[src/rtl/hb_rx_uart.sv]
// 8N1 UART receiver: two-flop pin synchroniser, false-start rejection, mid-bit sampling,
// one strobe per good byte, framing-error pulse and break level.
module hb_rx_uart #(
    parameter int CLOCKS_PER_BAUD = 868,
    parameter int BAUD_BITS       = 24
) (
    input  logic       i_clk,
    input  logic       i_reset_n,
    input  logic       i_uart_rx,
    output logic       o_rx_stb,
    output logic [7:0] o_rx_byte,
    output logic       o_frame_err,
    output logic       o_break
);

    localparam logic [BAUD_BITS-1:0] HALF = BAUD_BITS'(CLOCKS_PER_BAUD / 2 - 1);
    localparam logic [BAUD_BITS-1:0] FULL = BAUD_BITS'(CLOCKS_PER_BAUD - 1);

    typedef enum logic [2:0] {S_IDLE, S_START, S_DATA, S_STOP, S_WAIT} state_t;

    state_t               state, state_d;
    logic                 rx_meta, rx;
    logic [BAUD_BITS-1:0] baud_cnt;
    logic [2:0]           bit_cnt;
    logic [7:0]           shreg;
    logic                 sample;
    logic                 load_half, load_full, shift_bit, clr_bits;
    logic                 stb_d, ferr_d, brk_set, brk_clr;

    always_ff @(posedge i_clk or negedge i_reset_n) begin
        if (!i_reset_n) begin
            rx_meta <= 1'b1;
            rx      <= 1'b1;
        end else begin
            rx_meta <= i_uart_rx;
            rx      <= rx_meta;
        end
    end

    // A load of N lands the sample point on the cycle the counter reaches zero.
    assign sample = (baud_cnt == '0);

    always_ff @(posedge i_clk or negedge i_reset_n) begin
        if (!i_reset_n) state <= S_IDLE;
        else            state <= state_d;
    end

    always_comb begin
        state_d   = state;
        load_half = 1'b0;
        load_full = 1'b0;
        shift_bit = 1'b0;
        clr_bits  = 1'b0;
        stb_d     = 1'b0;
        ferr_d    = 1'b0;
        brk_set   = 1'b0;
        brk_clr   = 1'b0;
        case (state)
            S_IDLE: if (!rx) begin
                load_half = 1'b1;
                state_d   = S_START;
            end
            S_START: if (sample) begin
                if (rx) begin
                    state_d = S_IDLE;
                end else begin
                    load_full = 1'b1;
                    clr_bits  = 1'b1;
                    state_d   = S_DATA;
                end
            end
            S_DATA: if (sample) begin
                shift_bit = 1'b1;
                load_full = 1'b1;
                if (bit_cnt == 3'd7) state_d = S_STOP;
            end
            S_STOP: if (sample) begin
                if (rx) begin
                    stb_d   = 1'b1;
                    state_d = S_IDLE;
                end else begin
                    ferr_d  = 1'b1;
                    brk_set = (shreg == 8'h00);
                    state_d = S_WAIT;
                end
            end
            // Hold off after a bad stop bit until the line returns to idle.
            S_WAIT: if (rx) begin
                brk_clr = 1'b1;
                state_d = S_IDLE;
            end
            default: state_d = S_IDLE;
        endcase
    end

    always_ff @(posedge i_clk or negedge i_reset_n) begin
        if (!i_reset_n) begin
            baud_cnt    <= '0;
            bit_cnt     <= 3'd0;
            shreg       <= 8'h00;
            o_rx_byte   <= 8'h00;
            o_rx_stb    <= 1'b0;
            o_frame_err <= 1'b0;
            o_break     <= 1'b0;
        end else begin
            if (load_half)           baud_cnt <= HALF;
            else if (load_full)      baud_cnt <= FULL;
            else if (baud_cnt != '0) baud_cnt <= baud_cnt - BAUD_BITS'(1);

            if (clr_bits)       bit_cnt <= 3'd0;
            else if (shift_bit) bit_cnt <= bit_cnt + 3'd1;

            if (shift_bit) shreg <= {rx, shreg[7:1]};
            if (stb_d)     o_rx_byte <= shreg;

            o_rx_stb    <= stb_d;
            o_frame_err <= ferr_d;
            if (brk_set)      o_break <= 1'b1;
            else if (brk_clr) o_break <= 1'b0;
        end
    end

endmodule

[config.mk]
export PLATFORM = sky130hd
export DESIGN_NAME = hb_rx_uart
export DESIGN_NICKNAME = d
export VERILOG_FILES = /design/src/rtl/hb_rx_uart.sv
export SDC_FILE = /design/constraint.sdc
export NUM_CORES = 1
export LEC_CHECK = 0
export CAP_MARGIN = 20
export CORE_UTILIZATION = 42
export CTS_CLUSTER_DIAMETER = 30
export DETAILED_ROUTE_END_ITERATION = 10
export GPL_TIMING_DRIVEN = 0
export PLACE_DENSITY = 0.63
export SYNTH_ARGS = -nofsm -noshare
export SYNTH_HDL_FRONTEND = slang
export SYNTH_SLANG_ARGS = --single-unit
[constraint.sdc]
create_clock -name i_clk -period 3.7 [get_ports i_clk]
set_input_delay 0.74 -clock i_clk [delete_from_list [all_inputs] [get_ports i_clk]]
set_output_delay 0.74 -clock i_clk [all_outputs]
set_load 0.005 [all_outputs]
# == Word-level counts from Yosys, hierarchy flattened ==
# Index checks and enable logic that the tools add are counted.
# Widths: inputs -> output; s select.
# totals
ff_bits,51
inputBits,3
output_inout_bits,11
# op_classes
addsub,2
eq_ne,11
muxes,31
reduce_logical,8
# ops
cell,count
$mux 24,3
$mux 3,9
$logic_not 24->1,1
$reduce_bool 24->1,1
$sub 24x1->24 const B,1
$mux 1,16
$pmux 3 s5,1
$ne 2x2->1 const B,6
$logic_not 8->1,1
$eq 3x2->1 const B,2
$eq 3x3->1 const B,2
$reduce_and 6->1,1
$reduce_bool 2->1,2
$add 3x1->3 const B,1
$eq 3x1->1 const B,1
$logic_not 3->1,1
$reduce_bool 3->1,1
$mux 2,1
$pmux 1 s2,1

# == Longest topological paths before layout ==
# Gate-level depths: netlist (run 1).
# depth
word_depth,5
ltp_mapped,8
mapped_depth_nobuf,7

# == Worst setup path before layout (run 1) ==
# OpenSTA, ideal clock, no wires.
# synth_timing
path_type,register -> register
startpoint,register baud_cnt[9]
endpoint,register baud_cnt[4]
arrival_time_ps,2249
required_ps,3575
path_slack_ps,1326
path_stages_with_launch,9
n_path_buf,3
synth_period_minus_slack_ps,2374
path_cell_list,dfrtp_1 -> or4_4 -> buf_6 -> or4_4 -> buf_6 -> or3_4 -> buf_6 -> a31oi_4 -> o21ai_1
# synth_between
elab_chain_cells,5
elab_cells_between_ends,8
classes_between,mux: 5; reduce/logical: 3
# synth_rtl
element,line,rtl
start: declaration,23,logic [BAUD_BITS-1:0] baud_cnt;
start signal: assignment,108,else if (baud_cnt != '0) baud_cnt <= baud_cnt - BAUD_BITS'(1);
$logic_not 24->1,41,assign sample = (baud_cnt == '0);
$mux 1 (on tied branches),-,
$pmux 1 s2,58,case (state)
$mux 24,107,else if (load_full) baud_cnt <= FULL;
$mux 24,106,if (load_half) baud_cnt <= HALF;
# Several ways; a longest one is shown, not always the timed one.
# A chain may end at the register's enable or synchronous reset.

# == Final worst setup path (run 1) ==
# layout_timing
startpoint,register baud_cnt[0]
endpoint,register baud_cnt[16]
# layout_between
elab_chain_cells,5
elab_cells_between_ends,10
classes_between,add/sub: 1; mux: 6; reduce/logical: 3
# layout_rtl
element
"parallel branches: the longest is 5 deep, another holds $sub 24x1->24"
# Parallel ways; which one is timed is not known. The select of a mux whose other input is x is not followed.

==> flow_summary.json, run 1 <==
{
  "hpwl_mm": 3.60,
  "cp_slowest_cell": "or3b_2",
  "critPathBufInv": 1,
  "timing.final.crit_period_ns": 2.67,
  "numCtsBuffers": 5,
  "cp.arrival_ns": 2.89,
  "p_int_uw": 766,
  "irDropWorstVdd_mv": 0.228,
  "vias_per_cell": 5.58,
  "post-place-ws_ns": 1.07,
  "startpoint_type": "flip-flop",
  "grt_max_degree": 34,
  "clock-root-buffer": "clkbuf_8",
  "crit_path_end_kind": "flip-flop",
  "die_area_mm2": 0.00636,
  "cp_cell_sequence": "inv_1, ha_1, or3b_2, nor4_2, nand3_1, or4_1, a21oi_1",
  "slew_headroom_pct": 57.4,
  "core_mm2": 0.00568,
  "initial_core_util_pct": 44.7,
  "die_w_um": 79.7,
  "async_reset_ff_share_pct": 100,
  "grt_pass1_vias": 1725,
  "clk_latency_ns": 0.30,
  "cts_hold_buffers": 0,
  "portBuffers": 13,
  "cts_resized": 0,
  "status": "finished clean",
  "cts_buffer_depth": 2,
  "power_frac_comb_pct": 2.1,
  "post-cts-setup-buffers": 0,
  "setup_viol": 0,
  "p_sw_uw": 201,
  "fillCellCount": 523,
  "clkPwrFrac_pct": 40.1,
  "firstDrtPassIters": 4,
  "yosys_warnings": 0,
  "tightest_slew_ns": 0.633,
  "holdWs_ns": 0.367,
  "switching_share_pct": 20.8,
  "path_delay_family": "simple AND/OR/NAND/NOR gates",
  "fin_area_mm2": 0.00288,
  "fin_util_pct": 50.8,
  "final.setup.worst_slack_ns": 1.03,
  "p_leak_nw": 1.27,
  "ys_types": 49,
  "syn_area_mm2": 0.00254,
  "grt_use_total_pct": 17.6,
  "crit_type": "reg2reg",
  "cts_tree": "yes",
  "dieHeight_um": 79.7,
  "drive_gt1_share_pct": 18.8,
  "clk_pin_slew_ns": 0.10,
  "pin_count": 14,
  "seqPwrFrac_pct": 57.8,
  "drtIter0Drc": 115,
  "ant_nets": 0,
  "seq_area_frac_synth_pct": 50.4,
  "maxSlewViolCount": 0,
  "avgSynthCellArea_um2": 10.9,
  "crit_required_ns": 3.92,
  "finClkSkew_ns": 0.0101,
  "grt_pass1_wl_mm": 8.52,
  "antenna_found_initial": 0,
  "syn-num-nets": 240,
  "syn_to_final_growth_pct": 13.6,
  "htree_levels": 2,
  "drt_wl_total_mm": 4.99,
  "finalNetCount": 261,
  "place_congestion": 0.767,
  "drc": 0,
  "avgRoutedWirePerCell_um": 15.3,
  "fmax_ghz": 0.375,
  "hold_class": "in2async",
  "p_per_area_mw_per_mm2": 335,
  "max_cap_violations": 0,
  "post_synth_inst_count": 233,
  "cpPeakStageDelay_ns": 0.52,
  "setup_tns_ns": 0,
  "diodes": 0,
  "final_hold_viol_count": 0,
  "num_vias": 1824,
  "finalCritPeriodShare_pct": 72.1,
  "rsz0062_at_grt": "no",
  "ys_ff_latch": 51,
  "ys.flop_type": "dfrtp_1",
  "place_area_mm2": 0.00277,
  "critPathMaxFanout": 5,
  "rows": 27,
  "synth_edf_count": 0,
  "cts_sinks": 51,
  "overflow": 0
}
## Yosys cell counts (4+ instances only)
cell type  count  area (µm²)
nand3_1        4        20.0
dfrtp_1       49        1230
inv_1          6        22.5
nor4_1        13        81.3
a21oi_1       19        95.1
o31ai_1        7        52.6
o21ai_0        7        35.0
nor3_1         7        35.0
or4_1          6        45.0
mux2_2        17         191
or3_1         10        62.6
nand2_1       13        48.8
nor2_1        11        41.3
clkbuf_1       5        18.8
ha_1           4        50.1
## metrics by stage
| step | cells | power [mW] |
|---|---|---|
| global route | 327 | 1.01 |
| global placement | 318 | 0.589 |
| detailed placement | 319 | 0.591 |
| finish | 327 | 0.967 |
| CTS | 327 | 0.980 |
| floorplan | 233 | 0.574 |
## placed cells by master (no fill, tap or decap), drive strengths merged, types with 4 or more instances in the layout
cell	netlist	final
dfrtp	49	49
clkbuf	5	11
nand2	13	13
or4	9	9
ha	4	4
nand3	4	4
nor2	11	11
mux2	17	17
buf	6	8
inv	6	6
nor4	15	15
nor3	8	8
clkdlybuf4s50	0	12
or3	11	11
o21ai	9	9
o31ai	7	7
a21oi	19	19
## power groups by stage
stage	registers, mW	logic, mW	clock network, mW
final	0.559	0.0200	0.388
after detailed placement	0.570	0.0212	0
after CTS	0.559	0.0211	0.400
after floorplan	0.570	0.00397	0
after global routing	0.559	0.0235	0.428
after global placement	0.570	0.0188	0
## cell type report
type / count / area, µm² / share of cell area (%)
clock inverters: 2 / 37.5 / 1.30
multi-input cells: 165 / 1170 / 40.5
clock buffers: 6 / 72.6 / 2.52
well taps: 72 / 90.1 / 3.13
inverters: 6 / 22.5 / 0.781
flip-flops and latches: 51 / 1280 / 44.4
plain buffers: 11 / 68.8 / 2.39
repair buffers: 14 / 145 / 5.03
## state kept, by name, indices dropped and copies added (netlist names)
register and count:
baud_cnt 24, bit_cnt 3, o_break 1, o_frame_err 1
o_rx_byte 8, o_rx_stb 1, rx 1, rx_meta 1
shreg 8, state 3
## per-layer routing
layer / GRT usage (%) / vias to the layer above / part of all wire (%)
met3: 3.54 / 5 / 3.1
met2: 25.9 / 23 / 44
met4: 6.00 / 0 / 1.1
li1: - / 910 / -
met5: 0 / - / 0
met1: 25.5 / 886 / 52
## kinds of logic after synthesis
kind of cell,synth area share (%)
and+or+nand+nor,22.1
DFF,50.4
AOI/OAI and AO/OA,12.6
muxes,8.33
buffers and inverters,3.60
adders and majority gates,1.97
xor gates and xnor gates,1.04
## path summary, 6_finish.rpt
kind,startpoint,end,slack (ns),cells after the start
hold reg to reg,rx_meta,rx,0.37,0
min in group i_clk,rx_meta,rx,0.37,0
hold / removal,i_reset_n,baud_cnt[0],0.37,1
max in group asynchronous,i_reset_n,state[1],2.80,2
setup / recovery,baud_cnt[0],baud_cnt[16],1.03,7
setup reg to reg,baud_cnt[0],baud_cnt[16],1.03,7
(Power assumes the default switching activity.)
==> inputs of run 2 (changes only) <==
==> constraint.sdc (replaced) <==
create_clock -name i_clk -period 2.61 [get_ports i_clk]
set_input_delay 0.522 -clock i_clk [delete_from_list [all_inputs] [get_ports i_clk]]
set_output_delay 0.522 -clock i_clk [all_outputs]
set_load 0.005 [all_outputs]
==> run 2 against run 1 <==
Die area unchanged. Setup slack got worse by 0.94 ns. Cell area increased by 2.0%. Global-route usage increased by 0.074 points. Non-clock buffer count increased by 3. Sequential power increased by 42%. Clock power increased by 41%. Core utilization increased by 0.99 points. Largest power group unchanged. Sequential share of layout area decreased by 0.85 points. Combinational power increased by 41%.
==> flow_summary.json, run 2 (synthesis results as in run 1) <==
{
  "vias_per_cell": 5.64,
  "r2r_cells": 8,
  "syn_to_final_growth_pct": 15.8,
  "rsz0062_at_grt": "no",
  "portBuffers": 13,
  "initial_core_util_pct": 44.7,
  "r2r_slack_ns": 0.09,
  "p_per_area_mw_per_mm2": 465,
  "drtIter0Drc": 97,
  "cts_tree": "yes",
  "tightest_slew_ns": 0.618,
  "cts_hold_buffers": 0,
  "crit_path_end_kind": "flip-flop",
  "clk_pin_slew_ns": 0.09,
  "drt_wl_total_mm": 5.00,
  "firstDrtPassIters": 4,
  "finClkSkew_ns": 0.00895,
  "fin_area_mm2": 0.00294,
  "cp_slowest_cell": "or4_4",
  "avgRoutedWirePerCell_um": 15.2,
  "status": "finished clean",
  "timing.final.crit_period_ns": 2.52,
  "crit_cells": 8,
  "final_hold_viol_count": 0,
  "startpoint_type": "flip-flop",
  "cp_cell_sequence": "or4_4, buf_6, or4_4, buf_6, nor3_4, buf_4, nand4b_1, o31ai_1",
  "seqPwrFrac_pct": 57.9,
  "clock-root-buffer": "clkbuf_8",
  "ant_nets": 0,
  "max_cap_violations": 0,
  "diodes": 0,
  "grt_max_degree": 34,
  "hold_class": "in2async",
  "cts_sinks": 51,
  "largestRegisters": "baud_cnt x24, o_rx_byte x8, shreg x8",
  "critPathMaxFanout": 7,
  "place_area_mm2": 0.00277,
  "final_common_cell": "dfrtp_1",
  "holdWs_ns": 0.150,
  "multi_input_area_mm2": 0.00120,
  "critPathBufInv": 3,
  "timing.rr.end": "o_break",
  "grt_pass1_wl_mm": 8.56,
  "crit_type": "reg2reg",
  "crit_required_ns": 2.82,
  "largest_reg_flops": 24,
  "p_sw_uw": 282,
  "overflow": 0,
  "pin_count": 14,
  "dieHeight_um": 79.7,
  "finalNetCount": 264,
  "htree_levels": 2,
  "die_area_mm2": 0.00636,
  "setup_viol": 0,
  "num_vias": 1860,
  "p_leak_nw": 1.29,
  "clk_latency_ns": 0.30,
  "drc": 0,
  "rows": 27,
  "maxSlewViolCount": 0,
  "place_congestion": 0.767,
  "core_mm2": 0.00568,
  "fmax_ghz": 0.397,
  "path_delay_family": "simple AND/OR/NAND/NOR gates",
  "drive_gt1_share_pct": 21.7,
  "worstReg2RegStart": "baud_cnt[9]",
  "hpwl_mm": 3.60,
  "die_w_um": 79.7,
  "cpPeakStageDelay_ns": 0.52,
  "p_int_mw": 1.09,
  "antenna_found_initial": 0,
  "startpoint": "baud_cnt[9]",
  "finalCritPeriodShare_pct": 96.4,
  "top_register": "baud_cnt",
  "grt_pass1_vias": 1740,
  "final_cell_mix": "dfrtp_1 (49), a21oi_1 (19), mux2_2 (17)",
  "slew_headroom_pct": 58.4,
  "fillCellCount": 514,
  "switching_share_pct": 20.6,
  "irDropWorstVdd_mv": 0.322,
  "clkPwrFrac_pct": 40.0,
  "power_frac_comb_pct": 2.1,
  "numCtsBuffers": 5,
  "regArea_mm2": 0.00128,
  "cp.arrival_ns": 2.73,
  "grt_use_total_pct": 17.7,
  "crit_end": "o_break",
  "cts_buffer_depth": 2
}
-- run 2: cell count changes in the layout (fill, tap and decap cells not counted), sizes merged --
cell    previous run  this run
clkbuf            11        10
buf                8        12
-- run 2: area by class of cell --
cell class	count	area share, %
Sequential cell	51	43.5
Timing Repair Buffer	18	5.96
Multi-Input combinational cell	165	40.7
Tap cell	72	3.07
Inverter	6	0.766
Clock inverter	2	1.28
Buffer	10	2.21
Clock buffer	6	2.47
-- run 2: metal layers --
| metal | wire length (µm) | up-vias | global-route usage, % |
|---|---|---|---|
| met5 | 0 | - | 0 |
| met4 | 53 | 0 | 5.45 |
| met3 | 147 | 5 | 3.54 |
| met2 | 2170 | 20 | 26.4 |
| li1 | - | 916 | - |
| met1 | 2630 | 919 | 25.5 |
-- run 2: stage by stage --
stage	cells	setup WS [ns]	TNS, ns	utilization, %	power (mW)
floorplan	233	0.236	0	-	0.814
global placement	318	-0.558	-27.17	48.6	0.835
detailed placement	319	-0.0176	-0.0230	48.9	0.838
CTS	330	0.00755	0	51.3	1.39
global route	330	0.00182	0	51.8	1.43
finish	330	0.0941	0	51.8	1.37
-- run 2: worst register-to-register path: stages (launching register included) --
cell and delay [ns]:
dfrtp_1 0.41, or4_4 0.52, buf_6 0.15, or4_4 0.41, buf_6 0.15, nor3_4 0.20, buf_4 0.17, nand4b_1 0.13
o31ai_1 0.27
-- run 2: worst min-delay path by stage --
stage          startpoint          end  cells past startpoint
6_report        i_reset_n  baud_cnt[0]                      1
5_1_grt         i_reset_n  baud_cnt[3]                      1
3_3_place_gp      rx_meta           rx                      0
4_1_cts         i_reset_n  baud_cnt[3]                      1
2_1_floorplan   i_reset_n  baud_cnt[0]                      0
3_5_place_dp      rx_meta           rx                      0
-- run 2: power by group through the flow --
stage | clock network, mW | logic, mW | registers [mW]
global route | 0.607 | 0.0334 | 0.793
CTS | 0.567 | 0.0300 | 0.793
floorplan | 0 | 0.00562 | 0.808
finish | 0.547 | 0.0282 | 0.793
global placement | 0 | 0.0266 | 0.808
detailed placement | 0 | 0.0300 | 0.808
-- run 2: what timing repair did --
item	in CTS	in global routing
setup buffers	3	1
endpoints found under the setup margin	11	26
pin swaps	1	2
resized for setup	1	6
==> inputs of run 3 (changes only) <==
--- a/config.mk
+++ b/config.mk
@@ -10,7 +10,7 @@
 export CTS_CLUSTER_DIAMETER = 30
 export DETAILED_ROUTE_END_ITERATION = 10
 export GPL_TIMING_DRIVEN = 0
-export PLACE_DENSITY = 0.63
+export PLACE_DENSITY = 0.66
 export SYNTH_ARGS = -nofsm -noshare
 export SYNTH_HDL_FRONTEND = slang
 export SYNTH_SLANG_ARGS = --single-unit
==> constraint.sdc (replaced) <==
create_clock -name i_clk -period 2.25 [get_ports i_clk]
set_input_delay 0.45 -clock i_clk [delete_from_list [all_inputs] [get_ports i_clk]]
set_output_delay 0.45 -clock i_clk [all_outputs]
set_load 0.005 [all_outputs]
==> run 3 against run 2 <==
The flow now finishes with violations (negative setup slack). Combinational power up 22%. Sequential power grew 16%. Hold slack worse by 0.076 ns. Via count is 8.2% higher. Die area unchanged. Flip-flop and latch count unchanged. Total power increased by 18%. First-iteration DRC count increased by 100%. Clock power increased by 20%. Fmax is 5.6% higher.
==> flow_summary.json, run 3 (synthesis results as in run 1) <==
{
  "largest_reg_flops": 24,
  "path_delay_family": "simple AND/OR/NAND/NOR gates",
  "initial_core_util_pct": 44.7,
  "finalCritPeriodShare_pct": 106,
  "hold_class": "in2async",
  "maxSlewViolCount": 0,
  "crit_type": "reg2reg",
  "p_per_area_mw_per_mm2": 471,
  "final.setup.worst_slack_ns": -0.133,
  "finalNetCount": 286,
  "multi_input_area_mm2": 0.00143,
  "tightest_slew_ns": 0.599,
  "cts_buffer_depth": 2,
  "cp_slowest_cell": "or4_4",
  "cp_common_cell": "or4_4",
  "clkPwrFrac_pct": 40.8,
  "regArea_mm2": 0.00128,
  "die_w_um": 79.7,
  "setup_tns_ns": -1.90,
  "placedCellCount": 319,
  "vias_per_cell": 5.72,
  "portBuffers": 13,
  "critPathBufInv": 1,
  "clk_latency_ns": 0.31,
  "max_cap_violations": 0,
  "setup_viol": 36,
  "r2r_slack_ns": -0.13,
  "slew_headroom_pct": 60.1,
  "cts_tree": "yes",
  "grt-busiest-layer": "met2",
  "fillCellCount": 473,
  "crit_required_ns": 2.42,
  "ant_nets": 0,
  "final_cell_mix": "dfrtp_1 (47), buf_4 (20), a21oi_2 (12), clkdlybuf4s50_1 (12), or3_1 (10)",
  "use_met2_pct": 30.0,
  "num_vias": 2012,
  "drtIter0Drc": 195,
  "syn_to_final_growth_pct": 34.7,
  "clk_pin_slew_ns": 0.10,
  "use_met3_pct": 3.43,
  "top_register": "baud_cnt",
  "avgRoutedWirePerCell_um": 17.2,
  "crit_path_end_kind": "flip-flop",
  "diodes": 0,
  "dieHeight_um": 79.7,
  "p_total_mw": 1.61,
  "p_leak_nw": 1.45,
  "grt_pass1_vias": 1895,
  "fmax_ghz": 0.420,
  "critPathMaxFanout": 5,
  "r2r_cells": 6,
  "final_hold_viol_count": 0,
  "rsz0062_at_grt": "yes",
  "firstDrtPassIters": 4,
  "overflow": 0,
  "cts_sinks": 51,
  "holdWs_ns": 0.0733,
  "cpPeakStageDelay_ns": 0.55,
  "power_frac_comb_pct": 2.1,
  "switching_share_pct": 21.5,
  "status": "complete, but fails checks",
  "irDropWorstVdd_mv": 0.222,
  "hpwl_mm": 3.55,
  "numCtsBuffers": 5,
  "clock-root-buffer": "clkbuf_8",
  "rows": 27,
  "seqPwrFrac_pct": 57.1,
  "grt_util_met1_pct": 27.3,
  "worstReg2RegStart": "baud_cnt[15]",
  "fin_cells": 352,
  "antenna_found_initial": 0,
  "finClkSkew_ns": 0.0131,
  "core_mm2": 0.00568,
  "drive_gt1_share_pct": 42.9,
  "final_common_cell": "dfrtp_1",
  "grt_pass1_wl_mm": 9.36,
  "place_congestion": 0.786,
  "startpoint_type": "flip-flop",
  "timing.rr.end": "state[1]",
  "timing.final.crit_period_ns": 2.38,
  "violations": "negative setup slack",
  "p_int_mw": 1.26,
  "die_area_mm2": 0.00636,
  "grt_use_total_pct": 19.3,
  "drt_wl_total_mm": 6.05,
  "drc": 0,
  "cp.arrival_ns": 2.55,
  "htree_levels": 2,
  "p_sw_uw": 347,
  "pin_count": 14,
  "cp_cell_sequence": "or4_4, or4_4, or3_4, buf_8, o21ai_2, a21oi_1",
  "post-place-ws_ns": -0.341,
  "largestRegisters": "baud_cnt x24, o_rx_byte x8, shreg x8",
  "grt_max_degree": 35
}
==> run 3: cell types whose count changed in the layout (fill, tap and decap cells not counted), sizes merged <==
cell	before	now
inv	6	7
buf	12	33
==> run 3: repair_timing <==
action,CTS,global route
pin swaps,14,15
gates resized for setup,30,40
gates cloned,1,1
setup buffers,22,6
setup endpoints to repair,46,46
hold buffers,0,0
==> run 3: layer usage <==
| metal | vias up | routed length (µm) | part of all wire [%] |
|---|---|---|---|
| met3 | 5 | 153 | 2.5 |
| met2 | 32 | 3050 | 50 |
| li1 | 966 | - | - |
| met4 | 0 | 57 | 0.94 |
| met5 | - | 0 | 0 |
| met1 | 1009 | 2790 | 46 |
==> run 3: metrics by stage <==
stage | utilization [%] | cell area, µm²
6_report | 60.2 | 3420
5_1_grt | 60.2 | 3420
4_1_cts | 56.4 | 3200
3_5_place_dp | 49.4 | 2810
3_3_place_gp | 49.2 | 2790
2_1_floorplan | - | 2570
==> run 3: layout make-up <==
| class | instances | area share (%) |
|---|---|---|
| Sequential cell | 51 | 37.5 |
| Timing Repair Buffer | 42 | 12.2 |
| Buffer | 8 | 1.76 |
| Multi-Input combinational cell | 165 | 41.9 |
| Inverter | 6 | 0.659 |
| Tap cell | 72 | 2.64 |
| Clock inverter | 3 | 1.35 |
| Clock buffer | 5 | 2.01 |
==> run 3: worst max path at each step <==
stage | startpoint | slack (ns) | endpoint | cells after the start
after global placement | i_reset_n | -0.87 | o_rx_byte[5] | 1
after detailed placement | baud_cnt[9] | -0.34 | baud_cnt[15] | 8
final | baud_cnt[15] | -0.13 | state[1] | 6
after CTS | baud_cnt[16] | -0.15 | baud_cnt[4] | 6
after global routing | baud_cnt[15] | -0.18 | state[1] | 6
after floorplan | baud_cnt[9] | -0.12 | baud_cnt[4] | 8
==> run 3: power by group through the flow <==
stage          Sequential, mW  Combinational (mW)  Clock [mW]
2_1_floorplan           0.938             0.00670           0
3_3_place_gp            0.938              0.0312           0
3_5_place_dp            0.937              0.0345           0
4_1_cts                 0.920              0.0349       0.671
5_1_grt                 0.920              0.0398       0.716
6_report                0.919              0.0343       0.656
